`src/rtl/regfile_wb_arbiter.sv`:
```
// Writeback arbiter between ALU and LSU with a register scoreboard.
// Grants one writeback per cycle round-robin, registers the write port, and stalls issue on busy registers.
module regfile_wb_arbiter #(
    parameter int DATA_WIDTH = 32,
    parameter int NUM_REGS   = 32,
    localparam int REG_BUS_WIDTH = $clog2(NUM_REGS)
) (
    input  logic                     clk,
    input  logic                     rst,
    input  logic                     issue_valid,
    input  logic [REG_BUS_WIDTH-1:0] issue_rs1,
    input  logic [REG_BUS_WIDTH-1:0] issue_rs2,
    input  logic [REG_BUS_WIDTH-1:0] issue_rd,
    input  logic                     issue_has_rd,
    output logic                     stall,
    input  logic                     alu_valid,
    input  logic [REG_BUS_WIDTH-1:0] alu_rd,
    input  logic [DATA_WIDTH-1:0]    alu_data,
    output logic                     alu_ready,
    input  logic                     lsu_valid,
    input  logic [REG_BUS_WIDTH-1:0] lsu_rd,
    input  logic [DATA_WIDTH-1:0]    lsu_data,
    output logic                     lsu_ready,
    output logic                     write_enable,
    output logic [REG_BUS_WIDTH-1:0] rd,
    output logic [DATA_WIDTH-1:0]    rd_data,
    output logic [NUM_REGS-1:0]      busy
);

    typedef enum logic {GRANT_ALU = 1'b0, GRANT_LSU = 1'b1} grant_e;

    grant_e                   last_grant_q, last_grant_d;
    logic [NUM_REGS-1:0]      busy_q, busy_d;
    logic                     we_q, we_d;
    logic [REG_BUS_WIDTH-1:0] rd_q, rd_d;
    logic [DATA_WIDTH-1:0]    data_q, data_d;
    logic                     stall_s;
    logic                     issue_fire_s;
    logic                     grant_alu_s;
    logic                     grant_lsu_s;

    // Hazard detection; busy_q[0] is never set so register 0 cannot stall.
    always_comb begin
        stall_s = 1'b0;
        if (!rst && issue_valid) begin
            stall_s = busy_q[issue_rs1] | busy_q[issue_rs2] | (issue_has_rd & busy_q[issue_rd]);
        end else begin
            stall_s = 1'b0;
        end
    end

    assign issue_fire_s = !rst && issue_valid && !stall_s;

    // Round-robin grant: on contention the requester not granted last wins.
    always_comb begin
        grant_alu_s = 1'b0;
        grant_lsu_s = 1'b0;
        if (rst) begin
            grant_alu_s = 1'b0;
            grant_lsu_s = 1'b0;
        end else begin
            case ({alu_valid, lsu_valid})
                2'b11: begin
                    grant_alu_s = (last_grant_q == GRANT_LSU);
                    grant_lsu_s = (last_grant_q == GRANT_ALU);
                end
                2'b10:   grant_alu_s = 1'b1;
                2'b01:   grant_lsu_s = 1'b1;
                default: begin
                    grant_alu_s = 1'b0;
                    grant_lsu_s = 1'b0;
                end
            endcase
        end
    end

    // Next write-port contents; a transfer to register 0 is accepted but not written.
    always_comb begin
        we_d         = 1'b0;
        rd_d         = rd_q;
        data_d       = data_q;
        last_grant_d = last_grant_q;
        if (grant_alu_s) begin
            we_d         = (alu_rd != {REG_BUS_WIDTH{1'b0}});
            rd_d         = alu_rd;
            data_d       = alu_data;
            last_grant_d = GRANT_ALU;
        end else if (grant_lsu_s) begin
            we_d         = (lsu_rd != {REG_BUS_WIDTH{1'b0}});
            rd_d         = lsu_rd;
            data_d       = lsu_data;
            last_grant_d = GRANT_LSU;
        end else begin
            we_d = 1'b0;
        end
    end

    // Scoreboard update: a same-edge set overrides the clear from the committing write.
    always_comb begin
        busy_d = {NUM_REGS{1'b0}};
        for (int i = 0; i < NUM_REGS; i++) begin
            busy_d[i] = (i != 0) &&
                        ((issue_fire_s && issue_has_rd && (issue_rd == REG_BUS_WIDTH'(i))) ||
                         (busy_q[i] && !(we_q && (rd_q == REG_BUS_WIDTH'(i)))));
        end
    end

    // State registers with synchronous reset.
    always_ff @(posedge clk) begin
        if (rst) begin
            busy_q       <= {NUM_REGS{1'b0}};
            we_q         <= 1'b0;
            rd_q         <= {REG_BUS_WIDTH{1'b0}};
            data_q       <= {DATA_WIDTH{1'b0}};
            last_grant_q <= GRANT_LSU;
        end else begin
            busy_q       <= busy_d;
            we_q         <= we_d;
            rd_q         <= rd_d;
            data_q       <= data_d;
            last_grant_q <= last_grant_d;
        end
    end

    assign stall        = stall_s;
    assign alu_ready    = grant_alu_s;
    assign lsu_ready    = grant_lsu_s;
    assign write_enable = we_q;
    assign rd           = rd_q;
    assign rd_data      = data_q;
    assign busy         = busy_q;

endmodule

```
`config.mk`:
```
export PLATFORM = sky130hd
export DESIGN_NAME = regfile_wb_arbiter
export DESIGN_NICKNAME = d
export VERILOG_FILES = /design/src/rtl/regfile_wb_arbiter.sv
export SDC_FILE = /design/constraint.sdc
export NUM_CORES = 1
export LEC_CHECK = 0
export CORE_UTILIZATION = 30
export DETAILED_ROUTE_END_ITERATION = 10
export PLACE_DENSITY = 0.57
export SLEW_MARGIN = 25
export SYNTH_ARGS = -nofsm -noshare
export SYNTH_HDL_FRONTEND = slang
export SYNTH_SLANG_ARGS = --single-unit
```
`constraint.sdc`:
```
create_clock -name clk -period 2.9 [get_ports clk]
set_input_delay 0.435 -clock clk [delete_from_list [all_inputs] [get_ports clk]]
set_output_delay 0.435 -clock clk [all_outputs]
set_load 0.02 [all_outputs]
```
Word-level counts from Yosys, hierarchy flattened
Cells that the tools add are included.
Word-level totals
  flip-flop bits (word level): 71
  output and inout port bits: 73
Cells by class
  $lt $le $gt $ge: 3
  equal/unequal tests: 65
  multiplexer cells: 19
  bitwise operators: 4
  reduce and logical (&&, ||, !) cells: 163
Operators with widths (number)
  5-bit equality test, second input constant: 32
  1-bit logical AND: 96
  5-bit by 4-bit equality test with 1-bit output, second input constant: 16
  32-bit 2-to-1 mux: 2
  5-bit by 3-bit equality test with 1-bit output, second input constant: 8
  1-bit zero test: 33
  1-bit logical OR: 31
  5-bit by 2-bit equality test with 1-bit output, second input constant: 4
  5-bit by 6-bit less-than comparator with 1-bit output, second input constant: 3
  1-bit binary-select mux with 5-bit select: 3
  5-bit by 1-bit equality test with 1-bit output, second input constant: 2
  1-bit 2-to-1 mux: 10
  5-bit 2-to-1 mux: 2
  5-bit nonzero test: 2
  2-bit equality test, second input constant: 2
  1-bit case mux with 2 select lines: 2
  2-bit by 1-bit equality test with 1-bit output, second input constant: 1
  1-bit bitwise OR: 2
  2-bit nonzero test: 1
  1-bit AND: 1
  1-bit inverter: 1

Logic depth before layout (Yosys ltp)
  depth in word-level cells: 10
  gate-level depth with buffers: 9

Least setup slack after synthesis
Ideal clock, no wire load.
  kind: in2out
  start: input issue_rs2[2]
  end: output stall
  data arrival time: 2.187 ns
  path slack: 0.278 ns
  stages on the path: 8
  buffers on the path: 3
  cells stage by stage: clkbuf_1 clkbuf_1 mux2i_1 a31oi_1 a311oi_2 nand4_2 buf_2 and2_1
Between the ends
  longest elaborated chain between the ends: 5
RTL lines
  start: declaration: line 12  | input logic [REG_BUS_WIDTH-1:0] issue_rs2,
  1-bit binary-select mux with 5-bit select: line 46  | stall_s = busy_q[issue_rs1] | busy_q[issue_rs2] | (issue_has_rd & busy_q[issue_rd]);
  1-bit 2-to-1 mux (not written as such): line 46
  1-bit bitwise OR (2 in a row): line 46
  1-bit 2-to-1 mux: line 45  | if (!rst && issue_valid) begin
  end: declaration: line 15  | output logic stall,
No other way between the ends. The select of a mux whose other input is x is not followed.

Final worst setup path
  start: input issue_rs2[4]
  end: output stall
The elaborated chain is that of the path after synthesis.

==> summary.md <==
| Metric | Value |
|---|---|
| Status | complete, no violations |
| Worst Hold Endpoint | last_grant_q |
| Hold Fails Final Rpt | 0 |
| Minimum clock period after layout | 2.74 ns |
| Final instance area | 6520 um^2 |
| Final #Nets | 733 |
| 1st-iter DRT viols | 272 |
| Die area | 14000 um^2 |
| Clock-pin slew on the worst setup and hold paths | 0.05 ns |
| Post-synthesis sequential area ratio | 0.345 |
| Via count | 4492 |
| Drt pass-1 iters | 5 |
| Pre-CTS setup slack | -0.610 ns |
| Initial antenna violation count | 0 |
| Vias in the first global route | 4411 |
| Routed wire length | 15500 um |
| Min-delay src | last_grant_q |
| Slew headroom | 0.581 |
| DRC Markers | 0 |
| H-tree levels | 3 |
| Synthesized cell area | 4060 um^2 |
| Worst Path Required | 2.47 ns |
| Slowest stage delay, CP | 0.60 ns |
| Clk sinks | 70 |
| IO buf count | 166 |
| Post-Syn Nets | 548 |
| CTS tree | yes |
| CP Data Arrival Time | 2.31 ns |
| Pwr per Cell Area | 431 nW/um^2 |
| Area grow syn2layout | 60.7% |
| Clk buf depth | 2 |
| CP Buf/Inv Count | 2 |
| Worst hold path type | reg -> reg |
| Worst slew pin tran | 0.629 ns |
| Avg Cell Area, Syn | 8.95 um^2 |
| Netlist cell types | 48 |
| Clock Skew | 0.00705 ns |
| IO Count | 168 |
| GP Congestion | 1.00 |
| Gr ovfl total | 0 |
| Slew Viols, Final | 0 |
| R2R Path Start | busy[16] |
| CP max stage cell | clkdlybuf4s50_1 |
| Critical Path End Type | primary output |
| Cell Chain, Critical Path | clkdlybuf4s50_1 -> nor2b_1 -> a22oi_1 -> and3_1 -> nor4_2 -> nand4_2 -> and2_4 -> buf_2 |
| Reg-to-reg slack, setup | 0.54 ns |
| Final setup TNS | 0 ns |
| Max Clk Rate | 0.365 GHz |
| Cell count of the worst hold path | 2 |
| Reg2reg path depth | 6 |
| Starting Density | 0.308 |
| CP Class | in -> out |
| CP top delay family | simple AND/OR/NAND/NOR gates |
| Clk root buf | clkbuf_16 |
| Max FO, Critical Path | 6 |
| Core area | 13200 um^2 |
| Dpl cell area | 6140 um^2 |
| Routed Antenna Nets | 0 |
| Setup violators final | 0 |
| Die W | 118 um |
| RSZ-0062 raised after global routing | no |
| Setup ws final | 0.158 ns |
| Leak | 2.42 nW |
| Top_reg_cell synth | dfxtp_1 |
| Async set or reset register ratio after synthesis | 0 |
| Global Route Usage Sum | 0.222 |
| VDD IR max | 0.267 mV |
| Synth Register Bits | 70 |
| DP HPWL | 11800 um |
| CTS buffer count | 9 |
| WL/cell | 18.9 um |
| Final period utilization | 0.945 |
| Die Span Y | 118 um |
| Routed vias/inst | 5.48 |
| First-pass GRT wire length | 24200 um |
| Skew-Pair Late Insertion Delay | 0.34 ns |
| Site Rows | 42 |
| Layout cell share with drive strength beyond 1 | 0.160 |
| Number of flops mapped to enable cells by yosys | 0 |
| Synth warn | 0 |
| Reg2reg end | busy[18] |
| Post-Syn Instances | 453 |
| Ant diodes | 0 |
| Largest net degree at the start of global routing | 67 |
| Hold-fix buffers, CTS | 0 |
| CP Launch Type | input pin |
| Max-cap violations | 0 |
-- flip-flops by register name, indices dropped and copies added, names as in the netlist --
signal / cells
busy: 31
rd: 5
write_enable: 1
last_grant_q: 1
rd_data: 32
-- worst max-delay path by stage --
stage,start,endpoint,slack (ns),depth (start not counted)
finish,issue_rs2[4],stall,0.16,8
global route,issue_rs2[4],stall,0.02,8
CTS,issue_rd[0],stall,0.02,8
detailed placement,issue_rs1[1],stall,-0.61,9
global placement,issue_rs1[1],stall,-0.57,8
floorplan,issue_rs2[2],stall,0.28,8
-- synth_stat cells (3+ instances only) --
cell	number	share of area
buf_2	7	0.0086
a211oi_1	35	0.065
o41ai_1	8	0.017
and3_1	4	0.0062
dfxtp_1	70	0.35
mux2_1	3	0.0083
o21ai_0	4	0.0049
or2_2	3	0.0046
nand3b_1	6	0.011
o311ai_0	10	0.022
mux4_2	9	0.050
nand2_1	32	0.030
nor2_1	44	0.041
inv_1	6	0.0056
a21oi_1	6	0.0074
a22oi_1	6	0.011
o31ai_1	22	0.041
nand4_1	3	0.0046
nand3_1	25	0.031
buf_1	6	0.0056
mux2_2	11	0.031
clkbuf_1	26	0.024
o22ai_1	3	0.0046
mux2i_1	45	0.11
o211ai_1	11	0.020
nand2b_1	6	0.0093
nor2b_1	11	0.017
-- worst min-delay path: stages (launching register included) --
cell and delay [ns]:
dfxtp_1 0.33, o21ai_0 0.09, nand2_1 0.06
-- where the power goes --
| group | internal [mW] | leakage (nW) | total (mW) | switching, mW |
|---|---|---|---|---|
| Clock | 0.708 | 0.152 | 1.12 | 0.413 |
| Combinational | 0.326 | 1.70 | 0.630 | 0.304 |
| Sequential | 1.01 | 0.573 | 1.06 | 0.0445 |
-- through the flow --
stage | power [mW] | hold slack, ns | instances | util
after floorplan | 1.37 | 0.468 | 453 | -
after global placement | 1.69 | 0.494 | 800 | 0.465
after detailed placement | 1.70 | 0.508 | 800 | 0.465
after CTS | 2.82 | 0.521 | 816 | 0.489
after global routing | 2.91 | 0.573 | 819 | 0.494
final | 2.81 | 0.513 | 819 | 0.494
-- cells by family after synthesis --
family                 share of synthesized area
AOI/OAI and AO/OA                          0.217
other                                   0.000924
and+or+nand+nor                            0.184
buffers and inverters                     0.0530
DFF                                        0.345
muxes                                      0.200
-- area by class of cell --
type / count / area, um^2
fill: 1253 / 6670
multi-input combinational: 334 / 2480
timing repair buffer: 217 / 2090
sequential: 70 / 1400
clock buffer: 12 / 256
tap: 176 / 220
clock inverter: 4 / 45.0
inverter: 6 / 22.5
-- what timing repair did --
item	in CTS	in global routing
gates cloned	0	1
resized for setup	13	14
setup buffers	0	2
setup endpoints to repair	1	1
pin swaps	1	4
-- routing by layer --
metal	GRT usage	wire length (um)	vias to the layer above	share of wire
met5	0	0	-	0
met2	0.361	7220	245	0.47
met1	0.268	6330	2117	0.41
met4	0.0825	317	0	0.020
met3	0.0782	1650	28	0.11
li1	-	-	2102	-
-- cells in the final DEF, fill, tap and decap left out, drive strengths merged, types with 3 or more instances in the layout --
cell type / n
a211oi: 35
nand4: 4
o21ai: 4
clkdlybuf4s50: 156
o31ai: 22
mux2: 14
nand2: 32
inv: 6
buf: 51
o22ai: 3
or2: 3
nor4: 3
nor2b: 11
a21oi: 6
o311ai: 10
a22oi: 6
nand3: 25
dlygate4sd2: 3
mux2i: 45
dfxtp: 70
nand2b: 6
nand3b: 6
dlymetal6s2s: 4
clkinv: 3
and3: 4
mux4: 9
nor2: 44
o41ai: 9
o211ai: 11
clkbuf: 15
(Power assumes the default switching activity.)
